--- config.mk ---
export PLATFORM = sky130hd
export DESIGN_NAME = snail_seq_detector
export DESIGN_NICKNAME = d
export VERILOG_FILES = /design/src/rtl/snail_pkg.sv /design/src/rtl/snail_prefix_match.sv /design/src/rtl/snail_seq_detector.sv
export SDC_FILE = /design/constraint.sdc
export NUM_CORES = 1
export LEC_CHECK = 0
export BUFFER_PORTS_ARGS = -buffer_cell sky130_fd_sc_hd__buf_2
export CORE_AREA = 2 2 39 41
export DETAILED_ROUTE_END_ITERATION = 8
export DIE_AREA = 0 0 41 43
export GPL_TIMING_DRIVEN = 0
export SETUP_SLACK_MARGIN = 0.5
export SYNTH_ARGS = -nofsm -noshare
export SYNTH_HDL_FRONTEND = slang
export SYNTH_SLANG_ARGS = --single-unit
--- constraint.sdc ---
create_clock -name clk -period 3.1 [get_ports clk]
set_input_delay 0.93 -clock clk [delete_from_list [all_inputs] [get_ports clk]]
set_output_delay 0.93 -clock clk [all_outputs]
set_load 0.02 [all_outputs]
--- src/rtl/snail_pkg.sv ---
// Shared helpers for the snail sequence detector: width math and the idle state value.
package snail_pkg;

   function automatic int unsigned clog2(input int unsigned value);
      int unsigned r = 0;
      while ((64'd1 << r) < 64'(value)) r++;
      return r;
   endfunction

   // match_len must encode 0..pat_w inclusive
   function automatic int unsigned state_w(input int unsigned pat_w);
      return clog2(pat_w + 1);
   endfunction

   localparam int unsigned MATCH_IDLE = 0;

endpackage

--- src/rtl/snail_prefix_match.sv ---
// Combinational longest suffix-equals-prefix search over recent history plus the new bit.
module snail_prefix_match
   import snail_pkg::*;
#(
   parameter int unsigned  PAT_W = 3,
   localparam int unsigned SW    = state_w(PAT_W)
) (
   input  logic [PAT_W-2:0] hist_i,
   input  logic             d_i,
   input  logic [PAT_W-1:0] pattern_i,
   input  logic [SW-1:0]    cur_len_i,
   output logic [SW-1:0]    next_len_o
);

   logic [PAT_W-1:0] win;
   logic [PAT_W-1:0] mask;
   logic [PAT_W-1:0] pfx;

   // A match can grow by at most one bit, so k is capped at cur_len_i+1; this also keeps
   // history bits that were never really received (after reset or load) out of the search.
   always_comb begin
      win        = {hist_i, d_i};
      mask       = '0;
      pfx        = '0;
      next_len_o = '0;
      for (int unsigned k = 1; k <= PAT_W; k++) begin
         mask = {PAT_W{1'b1}} >> (PAT_W - k);
         pfx  = pattern_i >> (PAT_W - k);
         if ((k <= 32'(cur_len_i) + 32'd1) && (((win ^ pfx) & mask) == '0)) begin
            next_len_o = SW'(k);
         end
      end
   end

endmodule

--- src/rtl/snail_seq_detector.sv ---
// Serial pattern detector with run-time loadable pattern and Moore match flag Q.
// Define SNAIL_HITCNT_EN to add the saturating hit_cnt output.
module snail_seq_detector
   import snail_pkg::*;
#(
   parameter int unsigned      PAT_W   = 3,
   parameter logic [PAT_W-1:0] PATTERN = 3'b101,
   parameter bit               OVERLAP = 1'b1,
`ifdef SNAIL_HITCNT_EN
   parameter int unsigned      CNT_W   = 8,
`endif
   localparam int unsigned     SW      = state_w(PAT_W)
) (
   input  logic             clk,
   input  logic             _rst,
   input  logic             D,
   input  logic             en,
   input  logic             pat_ld,
   input  logic [PAT_W-1:0] pat_in,
   output logic             Q,
`ifdef SNAIL_HITCNT_EN
   output logic [CNT_W-1:0] hit_cnt,
`endif
   output logic [SW-1:0]    match_len
);

   localparam logic [SW-1:0] LenFull = SW'(PAT_W);
   localparam logic [SW-1:0] LenIdle = SW'(MATCH_IDLE);

   logic [SW-1:0]    len_q, len_d, cur_len, next_len;
   logic [PAT_W-2:0] hist_q, hist_d;
   logic [PAT_W-1:0] pat_q, pat_d;

   // Non-overlapping mode forgets everything once a full match has been reported.
   always_comb begin
      cur_len = (!OVERLAP && (len_q == LenFull)) ? LenIdle : len_q;
   end

   snail_prefix_match #(
      .PAT_W(PAT_W)
   ) u_prefix (
      .hist_i    (hist_q),
      .d_i       (D),
      .pattern_i (pat_q),
      .cur_len_i (cur_len),
      .next_len_o(next_len)
   );

   always_comb begin
      len_d  = len_q;
      hist_d = hist_q;
      pat_d  = pat_q;
      if (pat_ld) begin
         pat_d  = pat_in;
         len_d  = LenIdle;
         hist_d = '0;
      end else if (en) begin
         len_d  = next_len;
         hist_d = (PAT_W-1)'({hist_q, D});
      end
   end

   always_ff @(posedge clk or negedge _rst) begin
      if (!_rst) begin
         len_q  <= LenIdle;
         hist_q <= '0;
         pat_q  <= PATTERN;
      end else begin
         len_q  <= len_d;
         hist_q <= hist_d;
         pat_q  <= pat_d;
      end
   end

   assign Q         = (len_q == LenFull);
   assign match_len = len_q;

`ifdef SNAIL_HITCNT_EN
   logic [CNT_W-1:0] cnt_q, cnt_d;

   always_comb begin
      cnt_d = cnt_q;
      if (pat_ld) begin
         cnt_d = '0;
      end else if (en && (next_len == LenFull) && (cnt_q != {CNT_W{1'b1}})) begin
         cnt_d = cnt_q + 1'b1;
      end
   end

   always_ff @(posedge clk or negedge _rst) begin
      if (!_rst) begin
         cnt_q <= '0;
      end else begin
         cnt_q <= cnt_d;
      end
   end

   assign hit_cnt = cnt_q;
`endif

endmodule

==> qor.yml, run 1 <==
worstPathArrival_ns: 1.00
place.port_buffers: 8
finalSetupTns_ns: 0
ff2ff_setup_slack_ns: 1.77
drcViolationCount: 0
worst_pin_slew_ns: 0.240
worst_skew_pair.late_latency_ns: 0.25
number_of_antenna_violations_at_the_first_check_in_global_routing: 0
h-tree-depth: 1
routed_wire_length_per_instance_um: 10.5
globalRouteOverflowTotal: 0
final_cell_mix: "buf_2 (8), nor2_1 (5), dfrtp_1 (5)"
gpl.final_weighted_congestion: 0.656
post_synthesis_share_of_cell_area_spent_on_xor_and_xnor_gates: 0.136
synth_seq_cells: 7
detailed_routing_iteration_count_for_the_pre_antenna_repair_pass: 1
grt_use_total: 0.0986
slowest_delay_ns: 0.44
vdd_drop_max_v: 0.000238
num_antenna_cells: 0
startpoint_type: "flop"
synth_top_flop_cell: "dfrtp_1"
power.density_cell_area_nw_per_um2: 465
mostFrequentLayoutCell: "buf_2"
start_util: 0.319
drive_gt1_frac: 0.583
cts_made_buffers: 3
period_minus_slack_ns: 1.93
final_core_util: 0.382
area.growth.synth_to_final_pct: 19.8
post_drt_via_cell_ratio: 4.56
grt_first_pass_wirelength_mm: 1.12
netlist-cell-type-count: 18
p_leak_nw: 0.248
detailedPlacementHpwl_um: 542
dieArea_sq_um: 1760
reg2reg_launch_point: "pat_q[2]"
drv_slew: 0
required_ns: 2.17
timing.max_slew.rel_slack: 0.840
postSynthCellCount: 36
final.period_utilization: 0.621
core_area_sq_um: 1380
synth_seq_area_share: 0.402
drv_cap: 0
finalSetupViolations: 0
cts_hold_repair.buffers: 0
drt-initial-drc-count: 0
synth_compound_area_frac: 0.105
cts_root_buf: "clkbuf_4"
first_global_vias: 265
placed_cells: 60
unrepaired_setup_endpoints_after_global_routing: "no"
ios: 11
grt_start_max_net_pins: 8
ant_nets: 0
via_count: 292
final.hold.worst_slack_ns: 0.500
clock_sink_count: 7
postSynth.asyncResetShare: 1.00
post_synth_mux_area_share: 0.122
postSynthAreaPerCell_sq_um: 12.3
main_combinational_cell_family_by_area_after_synthesis: "simple AND/OR/NAND/NOR gates"
clk_path_buf_depth: 2
area_share_of_fa_ha_maj_cells_after_synthesis: 0
crit_type: "flop to primary output"
power_uw: 246
cp_cell_sequence: "and2_1 -> buf_2"
timing.hold.worst.class: "input pin to async pin"
worstRegToRegCells: 5
yosys_warnings: 0
synthSimpleGateAreaFrac: 0.159
finish.net_count: 57
post_cts_buffers: 0
synth_enable_flop_cells: 0
report.final.hold_viol_count: 0
drt_wl_total_um: 670
cts-resized-gates: 0
cts_tree: "yes"
crit_path_end_kind: "primary output"
clk_pin_slew_worst_paths_ns: 0.05
die_outline_width_um: 41
outcome: "finished, final reports clean"
dieHeight_um: 43
mappedNetlistArea_sq_um: 442
crit_slowest_cell: "dfrtp_1"
fin_skew_ns: 0.00103
crit_path_max_fanout: 6
mappedNetlistNets: 44
achievable-frequency_mhz: 519
final_cells: 64
std_cell_rows: 14
r2r-end: "match_len[1]"
metrics by stage:
step	instance area, sq um	setup slack (ns)
final	529	1.17
after global routing	529	1.11
after global placement	502	1.31
after CTS	529	1.15
after detailed placement	502	1.28
after floorplan	442	1.39
how the worst max path moves through the flow:
stage            startpoint      endpoint  slack [ns]  depth (start not counted)
6_report       match_len[1]             Q        1.17                          2
5_1_grt        match_len[1]             Q        1.11                          2
4_1_cts        match_len[1]             Q        1.15                          2
3_5_place_dp              D  match_len[1]        1.28                          5
3_3_place_gp              D  match_len[0]        1.31                          5
2_1_floorplan  match_len[1]             Q        1.39                          1
flip-flops by register name (all words and copies together) (netlist names):
signal	count
match_len	2
hist_q	2
pat_q	3
report_power, final:
| group | internal [mW] | total [mW] | switching (mW) |
|---|---|---|---|
| clock | 0.0471 | 0.0819 | 0.0347 |
| combinational | 0.0289 | 0.0552 | 0.0264 |
| sequential | 0.101 | 0.109 | 0.00832 |
| total | 0.177 | 0.246 | 0.0694 |
metal layers:
metal | GRT usage | wire (um)
met4 | 0.0600 | 15
met5 | 0 | 0
met1 | 0.124 | 316
met2 | 0.131 | 293
met3 | 0.0471 | 45
cells by family after synthesis:
logic type	after synthesis
AOI/OAI and AO/OA	4
xor gates and xnor gates	6
buffers and inverters	3
DFF	7
muxes	5
and+or+nand+nor	11
synthesized netlist by cell type (all sizes together), types with 2 or more instances:
library cell	n	share of area
nor2	6	0.057
xnor2	4	0.096
xor2	2	0.040
dfrtp	5	0.28
a211oi	2	0.057
dfstp	2	0.12
mux2i	2	0.045
buf	3	0.076
nor3	2	0.048
mux2	3	0.076
critical path: cells and delay by family, from the launching register on:
family                 cells  cell delay, ns
AND/OR/NAND/NOR            1            0.16
buffers and inverters      1            0.15
flip-flops                 1            0.44
final cells by class:
cell class                      count  area, sq um
Fill cell                         146          855
Multi-Input combinational cell     26          230
Clock inverter                      1         5.00
Sequential cell                     7          178
Clock buffer                        3         22.5
Tap cell                           16         20.0
Buffer                              3         33.8
Timing Repair Buffer                8         40.0
Note: power is estimated with default switching activity, not from simulation.
==> run 2, diff against run 1 <==
==> constraint.sdc (replaced) <==
create_clock -name clk -period 1.8 [get_ports clk]
set_input_delay 0.54 -clock clk [delete_from_list [all_inputs] [get_ports clk]]
set_output_delay 0.54 -clock clk [all_outputs]
set_load 0.02 [all_outputs]
==> run 2 against run 1 <==
Against the previous run:
- global-route usage rose by 1.1 points
- cell count increased by 7.8%
- clock power up 62%
- routed wire length grew 3.3%
- largest cell class unchanged
- highest routed layer is now met3
- critical endpoint unchanged
- register-to-register slack got worse by 1.2 ns
==> qor.yml, run 2 (synthesized netlist as in run 1, its figures left out) <==
dieHeight_um: 43
report.final.hold_viol_count: 0
finalSetupViolations: 0
grt_first_pass_wirelength_mm: 1.25
final_core_util: 0.428
cts_root_buf: "clkbuf_4"
crit_path_end_kind: "primary output"
critPathBufInv: 1
grt_use_total: 0.110
finish.net_count: 62
outcome: "finished, final reports clean"
ant_nets: 0
slowest_delay_ns: 0.39
final_cell_mix: "buf_6 (7), nor2_1 (5), buf_2 (5), dfrtp_1 (4), buf_4 (4)"
num_antenna_cells: 0
clk_path_buf_depth: 2
multiInputGateArea_sq_um: 233
fin_skew_ns: 0.00133
ios: 11
period_minus_slack_ns: 1.45
crit_path_max_fanout: 2
unrepaired_setup_endpoints_after_global_routing: "yes"
worst_skew_pair.late_latency_ns: 0.24
cts_tree: "yes"
clk_pin_slew_worst_paths_ns: 0.05
worstPathArrival_ns: 0.91
cts_made_buffers: 3
final.hold.worst_slack_ns: 0.118
gpl.final_weighted_congestion: 0.643
placed_cells: 60
routed_wire_length_per_instance_um: 10.0
cp_cell_sequence: "and2_4 -> buf_6"
detailedPlacementHpwl_um: 545
number_of_antenna_violations_at_the_first_check_in_global_routing: 0
timing.hold.worst.class: "input pin to async pin"
area.growth.synth_to_final_pct: 34.0
required_ns: 1.26
globalRouteOverflowTotal: 0
achievable-frequency_mhz: 688
drv_slew: 0
ff2ff_setup_slack_ns: 0.53
via_count: 309
core_area_sq_um: 1380
drt_wl_total_um: 692
h-tree-depth: 1
detailed_routing_iteration_count_for_the_pre_antenna_repair_pass: 1
cts_hold_repair.buffers: 0
dieArea_sq_um: 1760
cpLargestDelayFamily: "flip-flops"
final_cells: 69
power_uw: 439
mostFrequentLayoutCell: "buf_6"
area.sequential_sq_um: 179
finalSetupTns_ns: 0
place.port_buffers: 8
drive_gt1_frac: 0.642
timing.max_slew.rel_slack: 0.838
drcViolationCount: 0
crit_type: "flop to primary output"
p_leak_nw: 0.275
start_util: 0.319
vdd_drop_max_v: 0.000449
die_outline_width_um: 41
drv_cap: 0
nFillCells: 140
worst_pin_slew_ns: 0.243
crit_slowest_cell: "dfrtp_1"
clock_sink_count: 7
std_cell_rows: 14
grt_start_max_net_pins: 8
max_flop_register: "pat_q"
first_global_vias: 309
largest_reg_flops: 3
drt-initial-drc-count: 0
startpoint_type: "flop"
power.density_cell_area_nw_per_um2: 742
post_drt_via_cell_ratio: 4.48
final.period_utilization: 0.808
[run 2: final timing paths]
check	from	end	cells past startpoint
max reg2reg	pat_q[2]	match_len[1]	5
min in group clk	pat_ld	match_len[1]	2
min reg2reg	hist_q[1]	hist_q[1]	2
max in group asynchronous	_rst	pat_q[0]	1
max	match_len[0]	Q	2
min	_rst	hist_q[0]	1
[run 2: cell type report]
cell class / count / area share
tap: 16 / 0.0338
multi-input combinational: 26 / 0.393
sequential: 7 / 0.302
buffer: 3 / 0.0571
clock buffer: 4 / 0.0444
timing repair buffer: 13 / 0.169
[run 2: per-layer routing]
metal / global-route usage / routed length, um / up-vias
met1: 0.136 / 316 / 145
li1: - / - / 157
met2: 0.144 / 346 / 7
met4: 0.100 / 0 / 0
met5: 0 / 0 / -
met3: 0.0314 / 30 / 0
[run 2: timing repair]
action	4_1_cts	5_1_grt
pin swaps	3	0
endpoints found under the hold margin	0	0
gates cloned	0	0
resized for setup	8	1
endpoints found under the setup margin	5	5
setup buffers	5	0
[run 2: where the power goes]
group | switching [mW] | internal, mW
Sequential | 0.0121 | 0.174
Combinational | 0.0521 | 0.0678
Clock | 0.0493 | 0.0840
[run 2: metrics by stage]
stage	setup slack, ns	area, sq um
after detailed placement	0.386	503
after floorplan	0.503	443
after global routing	0.307	592
after global placement	0.397	503
after CTS	0.337	588
final	0.346	592
==> run 3, diff against run 2 <==
==> constraint.sdc (replaced) <==
create_clock -name clk -period 1.4 [get_ports clk]
set_input_delay 0.42 -clock clk [delete_from_list [all_inputs] [get_ports clk]]
set_output_delay 0.42 -clock clk [all_outputs]
set_load 0.02 [all_outputs]
==> run 3 against run 2 <==
Against the previous run:
- flip-flop and latch count unchanged
- clock skew about the same
- power up 33%
- cell count up 1.4%
- critical path type unchanged
==> qor.yml, run 3 (synthesized netlist as in run 1, its figures left out) <==
first_global_vias: 321
final_critical_path_setup_slack_ns: 0.0649
timing.max_slew.rel_slack: 0.835
ios: 11
multiInputGateArea_sq_um: 240
core_area_sq_um: 1380
power.density_cell_area_nw_per_um2: 939
report.final.hold_viol_count: 0
grt_start_max_net_pins: 8
die_outline_width_um: 41
crit_type: "flop to primary output"
required_ns: 0.98
final_cell_mix: "buf_6 (8), nor2_1 (5), buf_2 (5), dfrtp_1 (4)"
detailed_routing_iteration_count_for_the_pre_antenna_repair_pass: 2
cts_root_buf: "clkbuf_4"
via_count: 313
drv_cap: 0
area.sequential_sq_um: 179
gr-usage-met2: 0.156
dieArea_sq_um: 1760
max_flop_register: "pat_q"
area.growth.synth_to_final_pct: 40.5
cts_tree: "yes"
achievable-frequency_mhz: 749
h-tree-depth: 1
finalSetupViolations: 0
drv_slew: 0
finalSetupTns_ns: 0
power_uw: 583
drt-initial-drc-count: 1
ant_nets: 0
startpoint_type: "flop"
outcome: "finished, final reports clean"
hold_depth: 2
globalRouteOverflowTotal: 0
gpl.final_weighted_congestion: 0.607
std_cell_rows: 14
grt_first_pass_wirelength_mm: 1.35
largest_reg_flops: 3
routed_wire_length_per_instance_um: 11.1
clk_path_buf_depth: 2
timing.hold.worst.class: "input pin to flop"
use_met3: 0.0157
drive_gt1_frac: 0.630
dp_slack_ns: 0.121
dieHeight_um: 43
worst_skew_pair.late_latency_ns: 0.24
period_minus_slack_ns: 1.34
p_leak_nw: 0.291
crit_path_end_kind: "primary output"
grt_use_total: 0.118
crit_path_max_fanout: 2
worst_pin_slew_ns: 0.246
busiest_layer: "met1"
cts_made_buffers: 3
vdd_drop_max_v: 0.000526
clk_pin_slew_worst_paths_ns: 0.05
drt_wl_total_um: 777
worstRegToRegCells: 5
nFillCells: 130
drcViolationCount: 0
num_antenna_cells: 0
finish.net_count: 63
fin_skew_ns: 0.00110
final.hold.worst_slack_ns: 0.355
unrepaired_setup_endpoints_after_global_routing: "yes"
mostFrequentLayoutCell: "buf_6"
number_of_antenna_violations_at_the_first_check_in_global_routing: 0
start_util: 0.319
worstPathArrival_ns: 0.92
place.port_buffers: 8
clock_sink_count: 7
grt_util_met1: 0.162
final.period_utilization: 0.954
post_drt_via_cell_ratio: 4.47
detailedPlacementHpwl_um: 559
[run 3: worst paths after layout]
check	slack (ns)	endpoint	startpoint
min in group asynchronous	0.54	hist_q[1]	_rst
max in group asynchronous	0.63	pat_q[2]	_rst
worst min register to register	0.58	hist_q[1]	hist_q[1]
worst max-delay path	0.06	Q	match_len[0]
worst min-delay path	0.36	match_len[1]	pat_ld
worst max register to register	0.13	match_len[0]	pat_q[2]
[run 3: routing by layer]
metal | wire [um] | vias to the layer above
li1 | - | 161
met1 | 386 | 140
met2 | 353 | 10
met3 | 34 | 2
met4 | 4 | 0
met5 | 0 | -
[run 3: report_power, final]
part,internal (mW),leakage [nW],switching (mW),total [mW]
Combinational,0.0970,0.192,0.0727,0.170
Sequential,0.223,0.0846,0.0159,0.239
Clock,0.108,0.0150,0.0656,0.174
[run 3: layout make-up]
cell class / instances / share of cell area
buffer: 3 / 0.0605
clock buffer: 4 / 0.0423
multi-input combinational: 26 / 0.387
sequential: 7 / 0.288
tap: 16 / 0.0323
timing repair buffer: 14 / 0.190
[run 3: what timing repair did]
item                                    4_1_cts  5_1_grt
hold buffers                                  1        0
pin swaps                                     1        0
buffers inserted                              5        0
hold endpoints to repair                      5        0
cloned                                        0        0
resized for setup                            10        1
endpoints found under the setup margin        5        6
[run 3: metrics by stage]
step,area (sq um),std cells,utilization
floorplan,454,36,-
global placement,514,60,0.372
detailed placement,514,60,0.372
CTS,617,70,0.446
global route,621,70,0.448
finish,621,70,0.448
[run 3: worst max-delay path, stage by stage (launching register included)]
cell and delay (ns):
dfrtp_1 0.39, and2_4 0.16, buf_6 0.12
